`src/rtl/pwm_ctrl_pkg.sv`:
```
// pwm_ctrl_pkg
// Shared definitions for the PWM duty scheduler. It provides the scheduler
// state encoding, the duty width, the PWM period length and the owner codes.
// It also provides a helper that derives the ramp direction from a duty and
// target pair.
package pwm_ctrl_pkg;

    localparam int DUTY_W     = 4;
    localparam int PWM_PERIOD = 16;

    localparam logic OWNER_A = 1'b0;
    localparam logic OWNER_B = 1'b1;

    typedef enum logic [1:0] {
        IDLE      = 2'd0,
        RAMP_UP   = 2'd1,
        RAMP_DOWN = 2'd2,
        ESTOP     = 2'd3
    } state_t;

    // The ramp state is fully determined by where the duty sits relative to
    // the target, so it is derived rather than tracked separately.
    function automatic state_t ramp_state(input logic [DUTY_W-1:0] duty,
                                          input logic [DUTY_W-1:0] target);
        if (duty < target)
            return RAMP_UP;
        else if (duty > target)
            return RAMP_DOWN;
        else
            return IDLE;
    endfunction

endpackage

```
`src/rtl/pwm_period_timer.sv`:
```
// pwm_period_timer
// This is the free-running PWM period counter, aligned with pwm_generator,
// plus the divider that turns period boundaries into ramp step ticks.
//   clk_3125KHz  in  : clock shared with pwm_generator
//   rst_n        in  : asynchronous active-low reset
//   period_start out : registered, high on the first cycle of each period
//   boundary     out : high on the last cycle of each period (cnt == 15)
//   step_tick    out : high on every RAMP_DIV-th boundary
module pwm_period_timer
    import pwm_ctrl_pkg::*;
#(
    parameter int RAMP_DIV = 1
) (
    input  logic clk_3125KHz,
    input  logic rst_n,
    output logic period_start,
    output logic boundary,
    output logic step_tick
);

    localparam int CNT_W = $clog2(PWM_PERIOD);
    localparam logic [CNT_W-1:0] CNT_LAST = CNT_W'(PWM_PERIOD - 1);
    localparam logic [3:0]       DIV_LAST = 4'(RAMP_DIV - 1);

    logic [CNT_W-1:0] cnt;
    logic [3:0]       div;

    assign boundary  = (cnt == CNT_LAST);
    assign step_tick = boundary && (div == DIV_LAST);

    // period_start is registered by predicting the wrap one cycle early.
    // It comes out of reset high because cnt is 0 then.
    always_ff @(posedge clk_3125KHz or negedge rst_n) begin
        if (!rst_n) begin
            cnt          <= '0;
            div          <= '0;
            period_start <= 1'b1;
        end else begin
            cnt          <= cnt + 1'b1;
            period_start <= boundary;
            if (boundary)
                div <= (div == DIV_LAST) ? 4'd0 : div + 4'd1;
        end
    end

endmodule

```
`src/rtl/pwm_duty_scheduler.sv`:
```
// pwm_duty_scheduler
// This block owns the duty_cycle input of pwm_generator. Two requesters submit
// target duties through valid/ready, and A has fixed priority over B. The
// applied duty ramps one step per step tick toward the target. Updates happen
// only on period boundaries, so no PWM period is truncated. estop forces the
// duty to zero on the next edge.
//   clk_3125KHz            in  : clock shared with pwm_generator
//   rst_n                  in  : asynchronous active-low reset
//   req_a_valid/duty/ready     : requester A handshake (priority)
//   req_b_valid/duty/ready     : requester B handshake
//   estop                  in  : level-sensitive emergency stop
//   duty_cycle             out : applied duty, 0..15 sixteenths
//   period_start           out : first cycle of each 16-cycle PWM period
//   busy                   out : duty_cycle differs from the target
//   owner                  out : source of the last accepted request (0=A, 1=B)
module pwm_duty_scheduler
    import pwm_ctrl_pkg::*;
#(
    parameter int RAMP_DIV = 1
) (
    input  logic              clk_3125KHz,
    input  logic              rst_n,
    input  logic              req_a_valid,
    input  logic [DUTY_W-1:0] req_a_duty,
    output logic              req_a_ready,
    input  logic              req_b_valid,
    input  logic [DUTY_W-1:0] req_b_duty,
    output logic              req_b_ready,
    input  logic              estop,
    output logic [DUTY_W-1:0] duty_cycle,
    output logic              period_start,
    output logic              busy,
    output logic              owner
);

    state_t            state, state_n;
    logic [DUTY_W-1:0] target, target_n, duty_n;
    logic              owner_n, busy_n;
    logic              boundary, step_tick;
    logic              accept_a, accept_b;

    pwm_period_timer #(.RAMP_DIV(RAMP_DIV)) u_timer (
        .clk_3125KHz (clk_3125KHz),
        .rst_n       (rst_n),
        .period_start(period_start),
        .boundary    (boundary),
        .step_tick   (step_tick)
    );

    // The readys are held low during reset so that nothing is accepted
    // into a register that is being cleared.
    assign req_a_ready = rst_n && !estop && (state != ESTOP);
    assign req_b_ready = req_a_ready && !req_a_valid;
    assign accept_a    = req_a_valid && req_a_ready;
    assign accept_b    = req_b_valid && req_b_ready;

    always_comb begin
        state_n  = state;
        duty_n   = duty_cycle;
        target_n = target;
        owner_n  = owner;
        if (estop) begin
            state_n  = ESTOP;
            duty_n   = '0;
            target_n = '0;
        end else if (state == ESTOP) begin
            state_n = IDLE;
        end else begin
            // The step moves toward the old target. A target accepted in the
            // same cycle only affects the direction from the next cycle.
            if (step_tick) begin
                if (state == RAMP_UP)
                    duty_n = duty_cycle + 1'b1;
                else if (state == RAMP_DOWN)
                    duty_n = duty_cycle - 1'b1;
            end
            if (accept_a) begin
                target_n = req_a_duty;
                owner_n  = OWNER_A;
            end else if (accept_b) begin
                target_n = req_b_duty;
                owner_n  = OWNER_B;
            end
            state_n = ramp_state(duty_n, target_n);
        end
        busy_n = (duty_n != target_n);
    end

    always_ff @(posedge clk_3125KHz or negedge rst_n) begin
        if (!rst_n) begin
            state      <= IDLE;
            duty_cycle <= '0;
            target     <= '0;
            owner      <= OWNER_A;
            busy       <= 1'b0;
        end else begin
            state      <= state_n;
            duty_cycle <= duty_n;
            target     <= target_n;
            owner      <= owner_n;
            busy       <= busy_n;
        end
    end

endmodule

```
`config.mk`:
```
export PLATFORM = sky130hd
export DESIGN_NAME = pwm_duty_scheduler
export DESIGN_NICKNAME = d
export VERILOG_FILES = /design/src/rtl/pwm_ctrl_pkg.sv /design/src/rtl/pwm_period_timer.sv /design/src/rtl/pwm_duty_scheduler.sv
export SDC_FILE = /design/constraint.sdc
export NUM_CORES = 1
export LEC_CHECK = 0
export CAP_MARGIN = 10
export CORE_ASPECT_RATIO = 1.2
export CORE_MARGIN = 4
export CORE_UTILIZATION = 25
export DETAILED_ROUTE_END_ITERATION = 12
export GPL_TIMING_DRIVEN = 0
export SLEW_MARGIN = 20
export SYNTH_ARGS = -nofsm -noshare
export SYNTH_HDL_FRONTEND = slang
export SYNTH_SLANG_ARGS = --single-unit
```
`constraint.sdc`:
```
create_clock -name clk_3125KHz -period 3.5 [get_ports clk_3125KHz]
set_input_delay 0.525 -clock clk_3125KHz [delete_from_list [all_inputs] [get_ports clk_3125KHz]]
set_output_delay 0.525 -clock clk_3125KHz [all_outputs]
set_load 0.05 [all_outputs]
```
### Yosys cells after proc, flatten, opt, wreduce, memory -nomap -nowiden

Cells that the tools add are included.

| storage, ports and cells | value |
|---|---|
| register bits | 21 |
| output and inout bits | 9 |
| word-level logic and storage cells | 53 |

| operators by class | value |
|---|---|
| $add $sub $neg | 4 |
| $lt $le $gt $ge | 2 |
| eq/ne operators | 6 |
| mux-type cells | 20 |
| bitwise gates (word level) | 2 |
| reduce and logical (&&, ||, !) cells | 11 |

Operators with widths:

| kind | number |
|---|---|
| two-way mux 4 bit | 14 |
| adder 4 x 1 -> 4 bit, second input constant | 3 |
| two-way mux 2 bit | 4 |
| logical AND 1 bit | 6 |
| equality test 2 bit, second input constant | 2 |
| equality test 4 bit, second input constant | 1 |
| > comparator 4 bit | 1 |
| logical NOT 4 bit | 1 |
| less-than comparator 4 bit | 1 |
| != test 4 bit | 1 |
| subtractor 4 x 1 -> 4 bit, second input constant | 1 |
| AND reduction 3 bit | 1 |
| equality test 2 x 1 -> 1 bit, second input constant | 1 |
| logical NOT 1 bit | 2 |
| two-way mux 1 bit | 2 |
| != test 2 bit, second input constant | 1 |
| NOT 1 bit | 2 |
| nonzero test 2 bit | 1 |

### Longest topological paths before layout

| logic depth | value |
|---|---|
| word-level depth | 14 |
| gate-level depth with buffers | 12 |
| gate-level depth less buffers | 11 |

### By module

Synthesis repeated with hierarchy kept, for this count alone.

| second synthesis, totals | value |
|---|---|
| cell total of the unflattened synthesis | 141 |
| area, all modules | 1395.1 um^2 |

By module, submodules not included:

| module | instances | cells an instance | area each (um^2) | seq. area each (um^2) |
|---|---|---|---|---|
| pwm_duty_scheduler | 1 | 109 | 999.7 | 300.3 |
| pwm_period_timer | 1 | 32 | 395.4 | 226.5 |

### Worst setup path before layout

No wires, ideal clock.

| timing | value |
|---|---|
| path type | in2reg |
| start | in estop |
| end | reg state[1] |
| setup time | 125 ps |
| arrival | 2695 ps |
| slack | 680 ps |
| cell stages on the path | 9 |
| buffers on the path | 0 |
| cell sequence | nand2b_1 -> nor2_1 -> o221ai_1 -> ha_1 -> nor2b_1 -> o21ai_0 -> nand2b_1 -> a21oi_1 -> o21bai_1 |

| on the way | value |
|---|---|
| cells in the longest elaborated chain, start to end | 14 |

Ends and longest elaborated chain:

| what | line | source |
|---|---|---|
| start: declaration | pwm_duty_scheduler.sv:29 | `input logic estop,` |
| logical NOT 1 bit * | pwm_duty_scheduler.sv:52 | `assign req_a_ready = rst_n && !estop && (state != ESTOP);` |
| logical AND 1 bit * (2 in series) | pwm_duty_scheduler.sv:52 |  |
| net req_a_ready | pwm_duty_scheduler.sv:25 | `output logic req_a_ready,` |
| logical AND 1 bit | pwm_duty_scheduler.sv:53 | `assign req_b_ready = req_a_ready && !req_a_valid;` |
| logical AND 1 bit | pwm_duty_scheduler.sv:55 | `assign accept_b = req_b_valid && req_b_ready;` |
| two-way mux 4 bit | pwm_duty_scheduler.sv:80 | `end else if (accept_b) begin` |
| two-way mux 4 bit * | pwm_duty_scheduler.sv:77 | `if (accept_a) begin` |
| two-way mux 4 bit * | pwm_duty_scheduler.sv:66 | `end else if (state == ESTOP) begin` |
| two-way mux 4 bit * | pwm_duty_scheduler.sv:62 | `if (estop) begin` |
| > comparator 4 bit | pwm_ctrl_pkg.sv:27 | `else if (duty > target)` |
| two-way mux 2 bit | pwm_ctrl_pkg.sv:27 |  |
| two-way mux 2 bit * | pwm_ctrl_pkg.sv:25 | `if (duty < target)` |
| two-way mux 2 bit * | pwm_duty_scheduler.sv:66 |  |
| two-way mux 2 bit * | pwm_duty_scheduler.sv:62 |  |
| net state_n[1] | pwm_duty_scheduler.sv:36 | `state_t state, state_n;` |
| end signal: assignment | pwm_duty_scheduler.sv:97 | `state <= state_n;` |
| end: declaration | pwm_duty_scheduler.sv:36 |  |

Mark *: on every way through the listed nets, which the timed path passes. The rest lies on a longest branch. The select of a mux whose other input is x is not followed.
A chain may end at the register's enable or synchronous reset.

### Final worst setup path

| timing | value |
|---|---|
| start | in estop |
| end | out req_a_ready |

| on the way | value |
|---|---|
| cells in the longest elaborated chain, start to end | 3 |

Ends and longest elaborated chain:

| what | line |
|---|---|
| logical NOT 1 bit | pwm_duty_scheduler.sv:52 |
| logical AND 1 bit (2 in series) | pwm_duty_scheduler.sv:52 |
| end: declaration | pwm_duty_scheduler.sv:25 |

Every way passes these cells.

==> impl_metrics.py <==
metrics = {
    "detailed_routing": {
        "wl_met1_mm": 1.22,
        "drc_errors": 0,
        "highest_layer": "met3",
        "totalWireLength_mm": 2.64,
        "drt_iter0_drc": 64,
        "drtAntennaViolNets": 0,
        "drt_first_pass_iters": 4,
        "via_per_inst": 4.76,
        "avgRoutedWirePerCell_microns": 12.2,
        "wl_met3_microns": 94,
        "vias": 1032,
        "wl_met2_mm": 1.33,
    },
    "sta": {
        "finalCritPeriodShare": 0.829,
        "maxSlewViolCount": 0,
        "period_needed_ps": 2900,
        "fin_worst_skew_ps": 5.91,
        "worstMarginPinSlew_ps": 542,
        "setup_viol": 0,
        "fmax_mhz": 344,
        "rsz0062_at_grt": "no",
        "relSlewSlack": 0.636,
        "hold_viol": 0,
    },
    "synthesis": {
        "synth_flop_cell": "dfrtp_1",
        "ys_ff_latch": 21,
        "syn-num-nets": 155,
        "yosys_warnings": 0,
        "synth.avg_cell_area_sq_um": 9.66,
        "netlist_area_sq_um": 1280,
        "synth-edff-count": 0,
        "synth_seq_area_share": 0.410,
        "synth.distinct_cells": 42,
        "netlist_instances": 133,
        "async_flop_share": 1.00,
    },
    "floorplan": {
        "ios": 22,
        "fp-row-count": 28,
        "die_h_microns": 86.5,
        "die_x_microns": 73.4,
        "core_area_sq_um": 4940,
        "dieArea_sq_um": 6360,
        "initial_core_util": 0.260,
    },
    "critical_path": {
        "crit_arrival_ps": 2380,
        "endpoint_kind": "primary output",
        "r2r_start": "u_timer.div[0]",
        "startpoint_type": "primary input",
        "reg2reg_depth": 12,
        "crit_type": "primary input to primary output",
        "cp.required_ps": 2970,
        "r2r_end": "state[1]",
        "crit_fanout": 6,
        "reg2reg_setup_slack_ps": 720,
    },
    "cts": {
        "cts_tree": "done",
        "post_cts_buffers": 0,
        "worst_setup_hold_path_clk_slew_ps": 80,
        "cts.repair.resized": 1,
        "clockBufferDepth": 2,
        "cts_made_buffers": 3,
        "ctsHoldBuffers": 0,
        "ctsHtreeMaxLevel": 1,
        "cts.root.buffer_cell": "clkbuf_8",
        "clock_insertion_delay_worst_skew_ps": 260,
        "clock_sinks": 21,
    },
    "power_and_ir_drop": {
        "p_per_area_nw_per_um2": 406,
        "peakVddDrop_mv": 0.116,
        "p_leak_nw": 0.699,
        "report.power.total_uw": 650,
    },
    "global_route": {
        "grt_overflow": 0,
        "grt_usage": 0.0910,
        "grt_pass1_wl_mm": 4.61,
        "grt_max_degree": 25,
        "antenna_found_initial": 0,
        "grt_pass1_vias": 1022,
    },
    "finish": {
        "syn_to_final_growth_pct": 24.6,
        "fillers": 513,
        "layout.nets": 180,
        "design_area_sq_um": 1600,
        "num_antenna_cells": 0,
        "layout-drive-gt1-share": 0.0828,
    },
    "placed_design": {
        "post_dp_cell_area_sq_um": 1560,
        "io_buffers": 20,
        "gp_congestion": 0.752,
        "hpwl_mm": 2.04,
    },
    "outcome": {
        "outcome": "finished clean",
    },
    "job": {
        "cap_violations": 0,
    },
    "min_path": {
        "hp-class": "primary input to async pin",
    },
}
[registers in the layout, summed over array words and instances, names as in the netlist]
| register | flops |
|---|---|
| duty_cycle | 4 |
| target | 4 |
| u_timer.cnt | 4 |
| u_timer.div | 4 |
| state | 2 |
| busy | 1 |
| owner | 1 |
| u_timer.period_start | 1 |
[kinds of logic after synthesis]
kind of cell / count (synthesis) / share of synthesized area
xor+xnor: 9 / 0.0613
flops: 21 / 0.410
fa+ha+maj: 9 / 0.0876
buf+inv: 15 / 0.0448
simple gates: 51 / 0.230
compound gates: 28 / 0.167
[layer usage]
| metal | global-route usage | vias to the layer above |
|---|---|---|
| li1 | - | 523 |
| met1 | 0.115 | 496 |
| met2 | 0.153 | 13 |
| met3 | 0.0220 | 0 |
| met4 | 0.0247 | 0 |
| met5 | 0 | - |
[final cells by class]
cell class / instances / area, sq um / area share
clock buffer: 3 / 41.3 / 0.0258
clock inverter: 1 / 5.00 / 0.00312
inverter: 11 / 41.3 / 0.0258
timing repair buffer: 20 / 195 / 0.122
tap: 60 / 75.1 / 0.0469
buffer: 4 / 16.3 / 0.0102
sequential: 21 / 527 / 0.329
multi-input combinational: 97 / 701 / 0.437
[critical path, cell delays in order]
cell             delay, ps
clkdlybuf4s50_1        450
nand2b_1               200
nor2_1                 320
clkdlybuf4s50_1        880
[how the worst max path moves through the flow]
stage / cells after the start / to / startpoint
4_1_cts: 4 / req_a_ready / rst_n
5_1_grt: 4 / req_a_ready / rst_n
2_1_floorplan: 9 / state[1] / estop
3_3_place_gp: 4 / req_a_ready / rst_n
6_report: 4 / req_a_ready / estop
3_5_place_dp: 10 / state[1] / rst_n
[placed cells by master (no fill, tap or decap), types with 4 or more instances in the layout]
master	count
nand3b_1	4
nand2_1	8
nand3_1	4
xnor2_1	6
nor2b_1	5
nor2_1	10
ha_1	9
dfrtp_1	20
inv_1	11
a21oi_1	6
clkdlybuf4s50_1	19
nand2b_1	4
[synth_stat cells (all sizes together) (2+ instances only)]
library cell   n  share of area
a211oi         3          0.018
a21o           2          0.013
a21oi          6          0.023
a41oi          3          0.020
clkbuf         4          0.013
dfrtp         20           0.39
ha             9          0.088
inv           11          0.032
nand2          8          0.023
nand2b         4          0.019
nand3          4          0.016
nand3b         4          0.023
nand4          2         0.0097
nand4b         2          0.014
nor2          10          0.029
nor2b          5          0.024
nor3           2         0.0078
nor4           2         0.0097
o21ai          3          0.012
or2            3          0.015
xnor2          6          0.041
xor2           3          0.020
[power breakdown]
group,internal [mW],switching (mW)
registers,0.261,0.0198
clock network,0.0793,0.0823
logic,0.0836,0.124
[metrics by stage]
| step | setup WS [ps] | hold WS (ps) | instances | utilization | setup TNS, ps |
|---|---|---|---|---|---|
| 2_1_floorplan | 680 | 229 | 133 | - | 0 |
| 3_3_place_gp | -261 | 439 | 213 | 0.316 | -810 |
| 3_5_place_dp | -295 | 456 | 213 | 0.316 | -907 |
| 4_1_cts | 1.26 | 469 | 217 | 0.325 | 0 |
| 5_1_grt | 420 | 265 | 217 | 0.324 | 0 |
| 6_report | 597 | 226 | 217 | 0.324 | 0 |
(Power assumes the default switching activity.)
